File: config.mk
export PLATFORM = sky130hd
export DESIGN_NAME = ocl_fifo_readout
export DESIGN_NICKNAME = d
export VERILOG_FILES = /design/src/rtl/ocl_fifo_readout.sv
export SDC_FILE = /design/constraint.sdc
export NUM_CORES = 2
export LEC_CHECK = 0
export BUFFER_PORTS_ARGS = -buffer_cell sky130_fd_sc_hd__buf_4
export CORE_MARGIN = 2
export CORE_UTILIZATION = 55
export CTS_BUF_LIST = sky130_fd_sc_hd__clkbuf_4 sky130_fd_sc_hd__clkbuf_8
export DETAILED_ROUTE_END_ITERATION = 8
export PLACE_DENSITY_LB_ADDON = 0.2
export RECOVER_POWER = 50
export SYNTH_ARGS = -nofsm -noshare
export SYNTH_HDL_FRONTEND = slang
export SYNTH_SLANG_ARGS = --single-unit
File: constraint.sdc
create_clock -name clk_main_a0 -period 8.3 [get_ports clk_main_a0]
set_input_delay 0.83 -clock clk_main_a0 [delete_from_list [all_inputs] [get_ports clk_main_a0]]
set_output_delay 0.83 -clock clk_main_a0 [all_outputs]
set_load 0.1 [all_outputs]
File: src/rtl/ocl_fifo_readout.sv
// AXI-Lite slave exposing NUM_CH independent 32-bit FIFOs with status, sticky errors and an ID word.
// Optional macro OCL_FIFO_PEEK_EN: CTRL-offset reads return the FIFO head without popping.
module ocl_fifo_readout #(
    parameter int          NUM_CH   = 4,
    parameter int          DEPTH    = 16,
    parameter logic [31:0] ID_VALUE = 32'hF1F0_0000
) (
    input  logic        clk_main_a0,
    input  logic        rst_main,
    input  logic        awvalid,
    input  logic [31:0] awaddr,
    output logic        awready,
    input  logic        wvalid,
    input  logic [31:0] wdata,
    input  logic [3:0]  wstrb,
    output logic        wready,
    output logic        bvalid,
    output logic [1:0]  bresp,
    input  logic        bready,
    input  logic        arvalid,
    input  logic [31:0] araddr,
    output logic        arready,
    output logic        rvalid,
    output logic [31:0] rdata,
    output logic [1:0]  rresp,
    input  logic        rready,
    output logic [15:0] vled_q
);

    localparam int          AW          = $clog2(DEPTH);
    localparam logic [31:0] ID_WORD     = ID_VALUE | (32'(NUM_CH) << 8) | 32'(AW);
    localparam logic [1:0]  RESP_OKAY   = 2'b00;
    localparam logic [1:0]  RESP_SLVERR = 2'b10;
    localparam logic [AW:0] PTR_ONE     = 1;

    typedef enum logic [1:0] {W_IDLE, W_DATA, W_RESP} w_state_t;
    typedef enum logic {R_IDLE, R_DATA} r_state_t;

    w_state_t w_state, w_next;
    r_state_t r_state, r_next;

    logic [31:0] mem [NUM_CH][DEPTH];
    logic [AW:0] wr_ptr [NUM_CH];
    logic [AW:0] rd_ptr [NUM_CH];
    logic [AW:0] count [NUM_CH];
    logic [31:0] head [NUM_CH];
    logic [31:0] status [NUM_CH];

    logic [NUM_CH-1:0] ovf_flag, udf_flag, full, empty;
    logic [NUM_CH-1:0] push_en, pop_en, flush_en, ovf_set, udf_set;

    logic [11:0] w_addr;
    logic        w_fire, r_fire;
    logic [1:0]  bresp_nxt, rresp_nxt;
    logic [31:0] rdata_nxt;
    logic        unused_addr_bits;

    assign unused_addr_bits = ^{awaddr[31:12], araddr[31:12]};
    assign w_fire = (w_state == W_DATA) && wvalid;
    assign r_fire = (r_state == R_IDLE) && arvalid;

    always_comb begin
        full  = '0;
        empty = '0;
        for (int c = 0; c < NUM_CH; c++) begin
            count[c]  = wr_ptr[c] - rd_ptr[c];
            empty[c]  = (wr_ptr[c] == rd_ptr[c]);
            full[c]   = (wr_ptr[c][AW] != rd_ptr[c][AW]) &&
                        (wr_ptr[c][AW-1:0] == rd_ptr[c][AW-1:0]);
            head[c]   = mem[c][rd_ptr[c][AW-1:0]];
            status[c] = {12'd0, udf_flag[c], ovf_flag[c], full[c], empty[c], 16'(count[c])};
        end
    end

    always_comb begin
        w_next  = w_state;
        awready = 1'b0;
        wready  = 1'b0;
        bvalid  = 1'b0;
        case (w_state)
            W_IDLE: begin
                awready = 1'b1;
                if (awvalid) w_next = W_DATA;
            end
            W_DATA: begin
                wready = wvalid;
                if (wvalid) w_next = W_RESP;
            end
            W_RESP: begin
                bvalid = 1'b1;
                if (bready) w_next = W_IDLE;
            end
            default: w_next = W_IDLE;
        endcase
    end

    always_comb begin
        r_next  = r_state;
        arready = 1'b0;
        rvalid  = 1'b0;
        case (r_state)
            R_IDLE: begin
                arready = 1'b1;
                if (arvalid) r_next = R_DATA;
            end
            R_DATA: begin
                rvalid = 1'b1;
                if (rready) r_next = R_IDLE;
            end
            default: r_next = R_IDLE;
        endcase
    end

    // Full/empty come from the pre-cycle pointers, so a same-cycle push and pop never see each other.
    always_comb begin
        bresp_nxt = RESP_OKAY;
        push_en   = '0;
        flush_en  = '0;
        ovf_set   = '0;
        if (w_fire) begin
            for (int c = 0; c < NUM_CH; c++) begin
                if (w_addr[11:4] == 8'(c)) begin
                    if (w_addr[3:0] == 4'h0) begin
                        if (wstrb != 4'hF) begin
                            bresp_nxt = RESP_SLVERR;
                        end else if (full[c]) begin
                            bresp_nxt  = RESP_SLVERR;
                            ovf_set[c] = 1'b1;
                        end else begin
                            push_en[c] = 1'b1;
                        end
                    end else if (w_addr[3:0] == 4'h8 && wdata[0]) begin
                        flush_en[c] = 1'b1;
                    end
                end
            end
        end
    end

    always_comb begin
        rdata_nxt = 32'hDEAD_BEEF;
        rresp_nxt = RESP_OKAY;
        pop_en    = '0;
        udf_set   = '0;
        if (araddr[11:0] == 12'h100) rdata_nxt = ID_WORD;
        for (int c = 0; c < NUM_CH; c++) begin
            if (araddr[11:4] == 8'(c)) begin
                case (araddr[3:0])
                    4'h0: begin
                        if (empty[c]) begin
                            rdata_nxt  = '0;
                            rresp_nxt  = RESP_SLVERR;
                            udf_set[c] = r_fire;
                        end else begin
                            rdata_nxt = head[c];
                            pop_en[c] = r_fire;
                        end
                    end
                    4'h4: rdata_nxt = status[c];
`ifdef OCL_FIFO_PEEK_EN
                    4'h8: begin
                        if (empty[c]) begin
                            rdata_nxt = '0;
                            rresp_nxt = RESP_SLVERR;
                        end else begin
                            rdata_nxt = head[c];
                        end
                    end
`endif
                    default: ;
                endcase
            end
        end
    end

    always_ff @(posedge clk_main_a0 or posedge rst_main) begin
        if (rst_main) begin
            w_state <= W_IDLE;
            r_state <= R_IDLE;
        end else begin
            w_state <= w_next;
            r_state <= r_next;
        end
    end

    always_ff @(posedge clk_main_a0 or posedge rst_main) begin
        if (rst_main) begin
            w_addr <= '0;
            bresp  <= RESP_OKAY;
            rdata  <= '0;
            rresp  <= RESP_OKAY;
            vled_q <= '0;
        end else begin
            if (w_state == W_IDLE && awvalid) w_addr <= awaddr[11:0];
            if (w_fire) bresp <= bresp_nxt;
            if (push_en[0]) vled_q <= wdata[15:0];
            if (r_fire) begin
                rdata <= rdata_nxt;
                rresp <= rresp_nxt;
            end
        end
    end

    // A flush wins over any sticky-flag set or pop landing in the same cycle.
    always_ff @(posedge clk_main_a0 or posedge rst_main) begin
        if (rst_main) begin
            for (int c = 0; c < NUM_CH; c++) begin
                wr_ptr[c] <= '0;
                rd_ptr[c] <= '0;
            end
            ovf_flag <= '0;
            udf_flag <= '0;
        end else begin
            for (int c = 0; c < NUM_CH; c++) begin
                if (flush_en[c]) begin
                    wr_ptr[c]   <= '0;
                    rd_ptr[c]   <= '0;
                    ovf_flag[c] <= 1'b0;
                    udf_flag[c] <= 1'b0;
                end else begin
                    if (push_en[c]) wr_ptr[c] <= wr_ptr[c] + PTR_ONE;
                    if (pop_en[c])  rd_ptr[c] <= rd_ptr[c] + PTR_ONE;
                    if (ovf_set[c]) ovf_flag[c] <= 1'b1;
                    if (udf_set[c]) udf_flag[c] <= 1'b1;
                end
            end
        end
    end

    always_ff @(posedge clk_main_a0) begin
        for (int c = 0; c < NUM_CH; c++) begin
            if (push_en[c]) mem[c][wr_ptr[c][AW-1:0]] <= wdata;
        end
    end

endmodule

-- After elaboration in Yosys (flattened, before gate mapping)
Memories as Yosys holds them, arrays and structs flattened.
Index checks and enable logic that the tools add are counted.
- register bits after elaboration: 115
- memory bits (writable): 2048
- input bits: 107
- output and inout port bits: 57
- logic and storage cells: 308
- memories kept: 1
- add/sub/neg operators: 12
- $lt $le $gt $ge: 12
- eq/ne operators: 27
- muxes and demuxes: 187
- bitwise gates (word level): 9
- reduce and logical (&&, ||, !) cells: 37
- memory list (memory ; depth ; width ; read ports ; clocked after Yosys merged registers in ; wr ports ; RTL line ; source):
    mem ; 4 ; 512 ; 4 ; 0 ; 1 ; 42 ; logic [31:0] mem [NUM_CH][DEPTH];
- operators with widths (kind ; number):
    2-to-1 mux 512 bit ; 10
    OR reduction 512 bit ; 3
    2-to-1 mux 32 bit ; 20
    binary-select mux 32 bit (select 4 bit) ; 4
    demux 32 bit (select 4 bit) ; 4
    one-hot mux 32 bit (2 select lines) ; 4
    2-to-1 mux 1 bit ; 89
    2-to-1 mux 5 bit ; 16
    2-to-1 mux 2 bit ; 34
    adder 5 x 1 -> 5 bit (second input constant) ; 8
    >= comparator 5 bit (second input constant) ; 8
    inverter 4 -> 5 bit ; 8
    equality test 8 x 2 -> 1 bit (second input constant) ; 4
    nonzero test 2 bit ; 16
    2-to-1 mux 30 bit ; 1
    equality test 5 bit ; 4
    < comparator 5 x 1 -> 1 bit (second input constant) ; 4
    subtractor 5 bit ; 4
    equality test 4 bit ; 4
    equality test 8 x 1 -> 1 bit (second input constant) ; 2
    logical NOT 8 bit ; 2
    equality test 12 x 9 -> 1 bit (second input constant) ; 1
    logical AND 1 bit ; 12
    2-to-1 mux 4 bit ; 3
    other kinds (13) ; 19

-- Logic depth before layout (Yosys ltp)
- word-level depth: 18
- depth in mapped cells: 13
- depth with buffers taken out: 10

-- Least setup slack after synthesis
Ideal clock, no wire load.
- path kind: input to register
- start: in wvalid
- end: mem mem[0][256] (netlist name), enable pin
- library setup time: 461 ps
- arrival: 5020 ps
- required time: 7839 ps
- slack: 2819 ps
- cell stages on the path: 7
- path buffers: 1
- cell sequence: nand3b_1 inv_1 nand4_2 nor4_2 buf_2 nand2_1 nor3_1
- word-level cells in the longest chain between the ends: 8
- elaborated cells on any way between the ends: 19
- classes of those cells: 15 x mux; 4 x reduce/logical
- ends and longest elaborated chain (what ; RTL line ; source):
    start: declaration ; 13 ; input logic wvalid,
    logical AND 1 bit * ; 59 ; assign w_fire = (w_state == W_DATA) && wvalid;
    2-to-1 mux 4 bit * ; 120 ; if (w_fire) begin
    2-to-1 mux 1 bit ; 232 ; if (push_en[c]) mem[c][wr_ptr[c][AW-1:0]] <= wdata;
    2-to-1 mux 512 bit (implied by the code) ; 232 ;
    OR reduction 512 bit (no line) ; -- ;
    2-to-1 mux 2 bit (no line) or 2-to-1 mux 512 bit (tied branches) (3 in a row) ; -- ;
    end: declaration ; 42 ;
Every way passes the cells marked *; elsewhere a longest branch is shown, timed or not.

-- Final worst setup path
- start: reg rd_ptr[7] (netlist name)
- end: mem mem[2][388] (netlist name), enable pin
- word-level cells in the longest chain between the ends: 12
- elaborated cells on any way between the ends: 14
- classes of those cells: 1 x eq/ne; 11 x mux; 2 x reduce/logical
- ends and longest elaborated chain (what ; RTL line ; source):
    start: declaration ; 44 ; logic [AW:0] rd_ptr [NUM_CH];
    start signal: indexed assignment ; 222 ; if (pop_en[c]) rd_ptr[c] <= rd_ptr[c] + PTR_ONE;
    equality test 4 bit * ; 69 ; (wr_ptr[c][AW-1:0] == rd_ptr[c][AW-1:0]);
    logical AND 1 bit * ; 68 ; full[c] = (wr_ptr[c][AW] != rd_ptr[c][AW]) &&
    2-to-1 mux 1 bit * ; 126 ; end else if (full[c]) begin
    2-to-1 mux 1 bit * ; 124 ; if (wstrb != 4'hF) begin
    2-to-1 mux 1 bit * ; 123 ; if (w_addr[3:0] == 4'h0) begin
    2-to-1 mux 1 bit * ; 122 ; if (w_addr[11:4] == 8'(c)) begin
    2-to-1 mux 4 bit * ; 120 ;
    2-to-1 mux 1 bit * ; 232 ;
    2-to-1 mux 512 bit (implied by the code) * ; 232 ;
    OR reduction 512 bit (no line) ; -- ;
    2-to-1 mux 2 bit (no line) or 2-to-1 mux 512 bit (tied branches) (2 in a row) ; -- ;
Marked as above.

==> metrics.txt <==
# TYPE chip_impl_metric gauge
chip_impl_info{name="run_status",value="complete, but fails checks"} 1
chip_impl_info{name="failed_checks",value="max-capacitance violations, max-slew violations"} 1
chip_impl_metric{name="power-per-cell-area",unit="nW/µm²"} 230.2
chip_impl_metric{name="numCtsBuffers",unit=""} 356
chip_impl_metric{name="async_set_or_reset_flop_fraction_in_the_synthesized_netlist",unit=""} 0.05229
chip_impl_metric{name="worst_clock_skew",unit="ns"} 0.07128
chip_impl_metric{name="postCtsResizedCells",unit=""} 0
chip_impl_metric{name="power.switching",unit="W"} 0.004700
chip_impl_metric{name="final_nets",unit=""} 4462
chip_impl_metric{name="cts.repair_timing.setup_buffer_count",unit=""} 0
chip_impl_metric{name="layout_worst_path_cycle_share",unit=""} 0.6046
chip_impl_metric{name="synthesis.yosys.warnings",unit=""} 0
chip_impl_metric{name="drt-initial-drc-count",unit=""} 5145
chip_impl_metric{name="synth-seq-area-share",unit=""} 0.7620
chip_impl_metric{name="area_occupied_by_registers",unit="µm²"} 64360
chip_impl_metric{name="drt_pre_antenna_iters",unit=""} 5
chip_impl_metric{name="detailedPlacementHpwl",unit="µm"} 122200
chip_impl_info{name="cts_tree",value="done"} 1
chip_impl_metric{name="p_int",unit="W"} 0.01715
chip_impl_metric{name="final.setup.tns",unit="ns"} 0
chip_impl_metric{name="comb_power_share",unit=""} 0.034
chip_impl_info{name="min_path_type",value="input pin to flop"} 1
chip_impl_metric{name="ir_worst_vdd",unit="V"} 0.0001799
chip_impl_metric{name="vias_per_cell",unit=""} 6.393
chip_impl_metric{name="drt-total-wl",unit="µm"} 216200
chip_impl_info{name="grt_setup_unrepaired",value="no"} 1
chip_impl_metric{name="combined_area_of_the_multi_input_logic_cells",unit="µm²"} 19350
chip_impl_metric{name="grt_use_total",unit=""} 0.2799
chip_impl_metric{name="cellLeakagePower",unit="nW"} 30.37
chip_impl_metric{name="tightest_slew",unit="ns"} 3.824
chip_impl_metric{name="synth_edf_count",unit=""} 2048
chip_impl_metric{name="detail_route.drc_violations",unit=""} 0
chip_impl_metric{name="fp.dieArea",unit="µm²"} 156600
chip_impl_metric{name="timing_max_transition_violations_final",unit=""} 2152
chip_impl_metric{name="final_setup_violating_endpoints",unit=""} 0
chip_impl_metric{name="clkSlewWorstSetupHoldPaths",unit="ns"} 0.06
chip_impl_metric{name="critical_path_peak_fanout",unit=""} 23
chip_impl_metric{name="cts-root-to-sink-buffers",unit=""} 4
chip_impl_metric{name="die_width",unit="µm"} 395.8
chip_impl_metric{name="place.gp.congestion",unit=""} 0.9799
chip_impl_metric{name="layout-drive-gt1-share",unit=""} 0.3141
chip_impl_metric{name="min_period",unit="ns"} 5.018
chip_impl_metric{name="max_clock_freq",unit="MHz"} 199.3
chip_impl_metric{name="synthesis.instances",unit=""} 3923
chip_impl_metric{name="crit_path_max_incr_delay",unit="ns"} 0.96
chip_impl_metric{name="core.rowCount",unit=""} 143
chip_impl_metric{name="grt_max_degree",unit=""} 97
chip_impl_metric{name="port-buffer-count",unit=""} 121
chip_impl_metric{name="num_vias",unit=""} 42190
chip_impl_metric{name="cts_num_sinks",unit=""} 2161
chip_impl_metric{name="cts_max_level",unit=""} 5
chip_impl_metric{name="grt_pass1_vias",unit=""} 42550
chip_impl_info{name="setup.worst_path.start_class",value="flop"} 1
chip_impl_metric{name="first_pass_grt_wire_length",unit="µm"} 308900
chip_impl_metric{name="arrival",unit="ns"} 5.62
chip_impl_info{name="synth_flop_type",value="sky130_fd_sc_hd__edfxtp_1"} 1
chip_impl_metric{name="timing.critical_path.required",unit="ns"} 8.91
chip_impl_metric{name="finalWorstSetupSlack",unit="ns"} 3.282
chip_impl_info{name="cts_root_buffer",value="sky130_fd_sc_hd__clkbuf_8"} 1
chip_impl_metric{name="synthToLayoutAreaGrowth",unit="%"} 12.40
chip_impl_metric{name="final.fill_count",unit=""} 10600
chip_impl_metric{name="number_of_antenna_violations_at_the_first_check_in_global_routing",unit=""} 17
chip_impl_metric{name="ys_ff_latch",unit=""} 2161
chip_impl_metric{name="design.core.area",unit="µm²"} 152300
chip_impl_metric{name="cap_violations",unit=""} 34
chip_impl_metric{name="start_util",unit=""} 0.5544
chip_impl_metric{name="synthesis.area_per_instance",unit="µm²"} 21.52
chip_impl_metric{name="worstSkewPairLatency",unit="ns"} 0.99
chip_impl_metric{name="netSwitchingFraction",unit=""} 0.2151
chip_impl_metric{name="antenna_left",unit=""} 0
chip_impl_metric{name="overflow",unit=""} 0
chip_impl_metric{name="fin_util",unit=""} 0.6232
chip_impl_metric{name="pwr-share-clk",unit=""} 0.411
chip_impl_metric{name="place_worst_setup_slack",unit="ns"} 3.335
chip_impl_info{name="endpoint_kind",value="flop"} 1
chip_impl_metric{name="synth_cell_type_count",unit=""} 77
chip_impl_info{name="timing_worst_setup_path_type",value="flop to flop"} 1
chip_impl_metric{name="timing.final.hold_violations",unit=""} 0
chip_impl_metric{name="fp.dieH",unit="µm"} 395.8
chip_impl_metric{name="pwr-share-seq",unit=""} 0.555
chip_impl_info{name="worst_path_max_delay_cell",value="sky130_fd_sc_hd__nor3_2"} 1
chip_impl_metric{name="drt-wirelength-per-cell",unit="µm"} 32.76
chip_impl_metric{name="io_pins",unit=""} 164
chip_impl_metric{name="maxSlewHeadroom",unit=""} -1.549
chip_impl_metric{name="synthesis.area",unit="µm²"} 84420
chip_impl_info{name="timing.critical_path.cells",value="clkinv_1 -> ha_1 -> nand4_1 -> o21ai_0 -> nor4_4 -> nand2_1 -> nor3_2 -> buf_4"} 1
==> state kept, by name, indices dropped and copies added (netlist names) <==
name      cells
bresp         1
mem        2048
ovf_flag      4
r_state       1
rd_ptr       20
rdata        32
rresp         1
udf_flag      4
vled_q       16
w_addr       12
w_state       2
wr_ptr       20
==> through the flow <==
step / hold slack, ns / instance area [µm²] / total power (W) / std cells
4_1_cts: 0.002054 / 95040 / 0.02196 / 6595
2_1_floorplan: 0.4404 / 84420 / 0.01265 / 3924
3_5_place_dp: 0.4675 / 88150 / 0.01305 / 5975
6_report: 0.08747 / 94890 / 0.02185 / 6600
5_1_grt: 0.04219 / 94880 / 0.02246 / 6596
3_3_place_gp: 0.4573 / 88150 / 0.01303 / 5975
==> routing by layer <==
metal	global-route usage	vias up	part of all wire
met5	0	-	0.00048
met2	0.4221	2190	0.46
li1	-	17190	-
met1	0.4118	22430	0.41
met3	0.07233	370	0.11
met4	0.07734	16	0.026
==> cell families after synthesis <==
kind of cell    count (synthesis)  synth area share
xor+xnor                       44          0.004565
fa+ha+maj                      40          0.006284
other cells                     1        0.00004442
simple gates                  537           0.03093
mux                           651            0.1625
compound gates                242           0.02016
buf+inv                       247           0.01352
flops                        2161            0.7620
==> path summary, 6_finish.rpt <==
| path | from | end | slack (ns) | cells after the start |
|---|---|---|---|---|
| min in group asynchronous | rst_main | w_addr[0] | 1.14 | 3 |
| max reg2reg | rd_ptr[7] | mem[2][388] | 3.28 | 8 |
| min | awaddr[6] | w_addr[6] | 0.09 | 2 |
| max | rd_ptr[7] | mem[2][388] | 3.28 | 8 |
| max in group asynchronous | rst_main | rd_ptr[15] | 5.12 | 4 |
| min reg2reg | w_state[1] | w_state[0] | 0.49 | 1 |
==> Yosys cell counts (6+ instances only) <==
| cell type | n | area [µm²] |
|---|---|---|
| sky130_fd_sc_hd__nor3_1 | 34 | 170.2 |
| sky130_fd_sc_hd__nand2_1 | 187 | 701.9 |
| sky130_fd_sc_hd__mux2_2 | 37 | 416.7 |
| sky130_fd_sc_hd__a211oi_1 | 18 | 135.1 |
| sky130_fd_sc_hd__nor4_4 | 6 | 127.6 |
| sky130_fd_sc_hd__a31oi_1 | 27 | 168.9 |
| sky130_fd_sc_hd__a22oi_1 | 34 | 255.2 |
| sky130_fd_sc_hd__mux4_2 | 572 | 12880 |
| sky130_fd_sc_hd__nand4_1 | 19 | 118.9 |
| sky130_fd_sc_hd__buf_2 | 68 | 340.3 |
| sky130_fd_sc_hd__nor4_1 | 11 | 68.82 |
| sky130_fd_sc_hd__buf_4 | 22 | 165.2 |
| sky130_fd_sc_hd__and3_1 | 16 | 100.1 |
| sky130_fd_sc_hd__o21ai_0 | 20 | 100.1 |
| sky130_fd_sc_hd__edfxtp_1 | 2048 | 61500 |
| sky130_fd_sc_hd__and2_1 | 20 | 125.1 |
| sky130_fd_sc_hd__nand3_1 | 63 | 315.3 |
| sky130_fd_sc_hd__xnor2_1 | 25 | 219.0 |
| sky130_fd_sc_hd__inv_1 | 37 | 138.9 |
| sky130_fd_sc_hd__ha_1 | 36 | 450.4 |
| sky130_fd_sc_hd__a22o_1 | 6 | 52.55 |
| sky130_fd_sc_hd__buf_1 | 20 | 75.07 |
| sky130_fd_sc_hd__o22ai_1 | 17 | 106.4 |
| sky130_fd_sc_hd__or3_1 | 9 | 56.30 |
| sky130_fd_sc_hd__nor2_1 | 125 | 469.2 |
| sky130_fd_sc_hd__nor2b_1 | 18 | 112.6 |
| sky130_fd_sc_hd__a221oi_1 | 12 | 105.1 |
| sky130_fd_sc_hd__xor2_1 | 19 | 166.4 |
| sky130_fd_sc_hd__mux2i_1 | 42 | 420.4 |
| sky130_fd_sc_hd__dfrtp_1 | 113 | 2828 |
| sky130_fd_sc_hd__buf_6 | 6 | 67.56 |
| sky130_fd_sc_hd__nand2b_1 | 9 | 56.30 |
| sky130_fd_sc_hd__a21oi_1 | 44 | 220.2 |
| sky130_fd_sc_hd__clkbuf_1 | 86 | 322.8 |
==> worst max-delay path, delay by kind of cell, from the launching register on <==
kind | cells | cell delay (ns)
compound gates | 1 | 0.20
buf+inv | 2 | 1.27
fa+ha+maj | 1 | 0.69
simple gates | 4 | 2.16
flops | 1 | 0.35
==> power by group through the flow <==
stage	clock network (W)	logic (W)	registers, W
after floorplan	0	0.000262	0.0124
after global routing	0.00957	0.000774	0.0121
after global placement	0	0.000723	0.0123
after CTS	0.00913	0.000746	0.0121
final	0.00898	0.000739	0.0121
after detailed placement	0	0.000741	0.0123
==> layout make-up <==
class,count,area share
flip-flops and latches,2161,0.6783
well taps,2030,0.02677
diodes,5,0.0001319
clock buffers,496,0.06357
clock inverters,112,0.007846
inverters,44,0.001754
repair buffers,236,0.01774
multi-input cells,1516,0.2039
==> cells in the final DEF (no fill, tap or decap), drive strengths merged, types with 19 or more instances in the layout <==
cell type	n
mux2i	42
mux4	572
ha	36
nor4	20
clkbuf	542
clkinv	100
nand3	64
edfxtp	2048
nand4	21
nor3	34
xnor2	25
a22oi	34
xor2	19
nor2	125
nand2	188
a21oi	44
inv	42
mux2	37
buf	178
dfrtp	113
a31oi	27
and2	20
o21ai	21
==> timing repair <==
action                     4_1_cts  5_1_grt
hold buffers                    12        0
setup endpoints to repair        0        0
hold endpoints to repair        65        0
(Power assumes the default switching activity.)
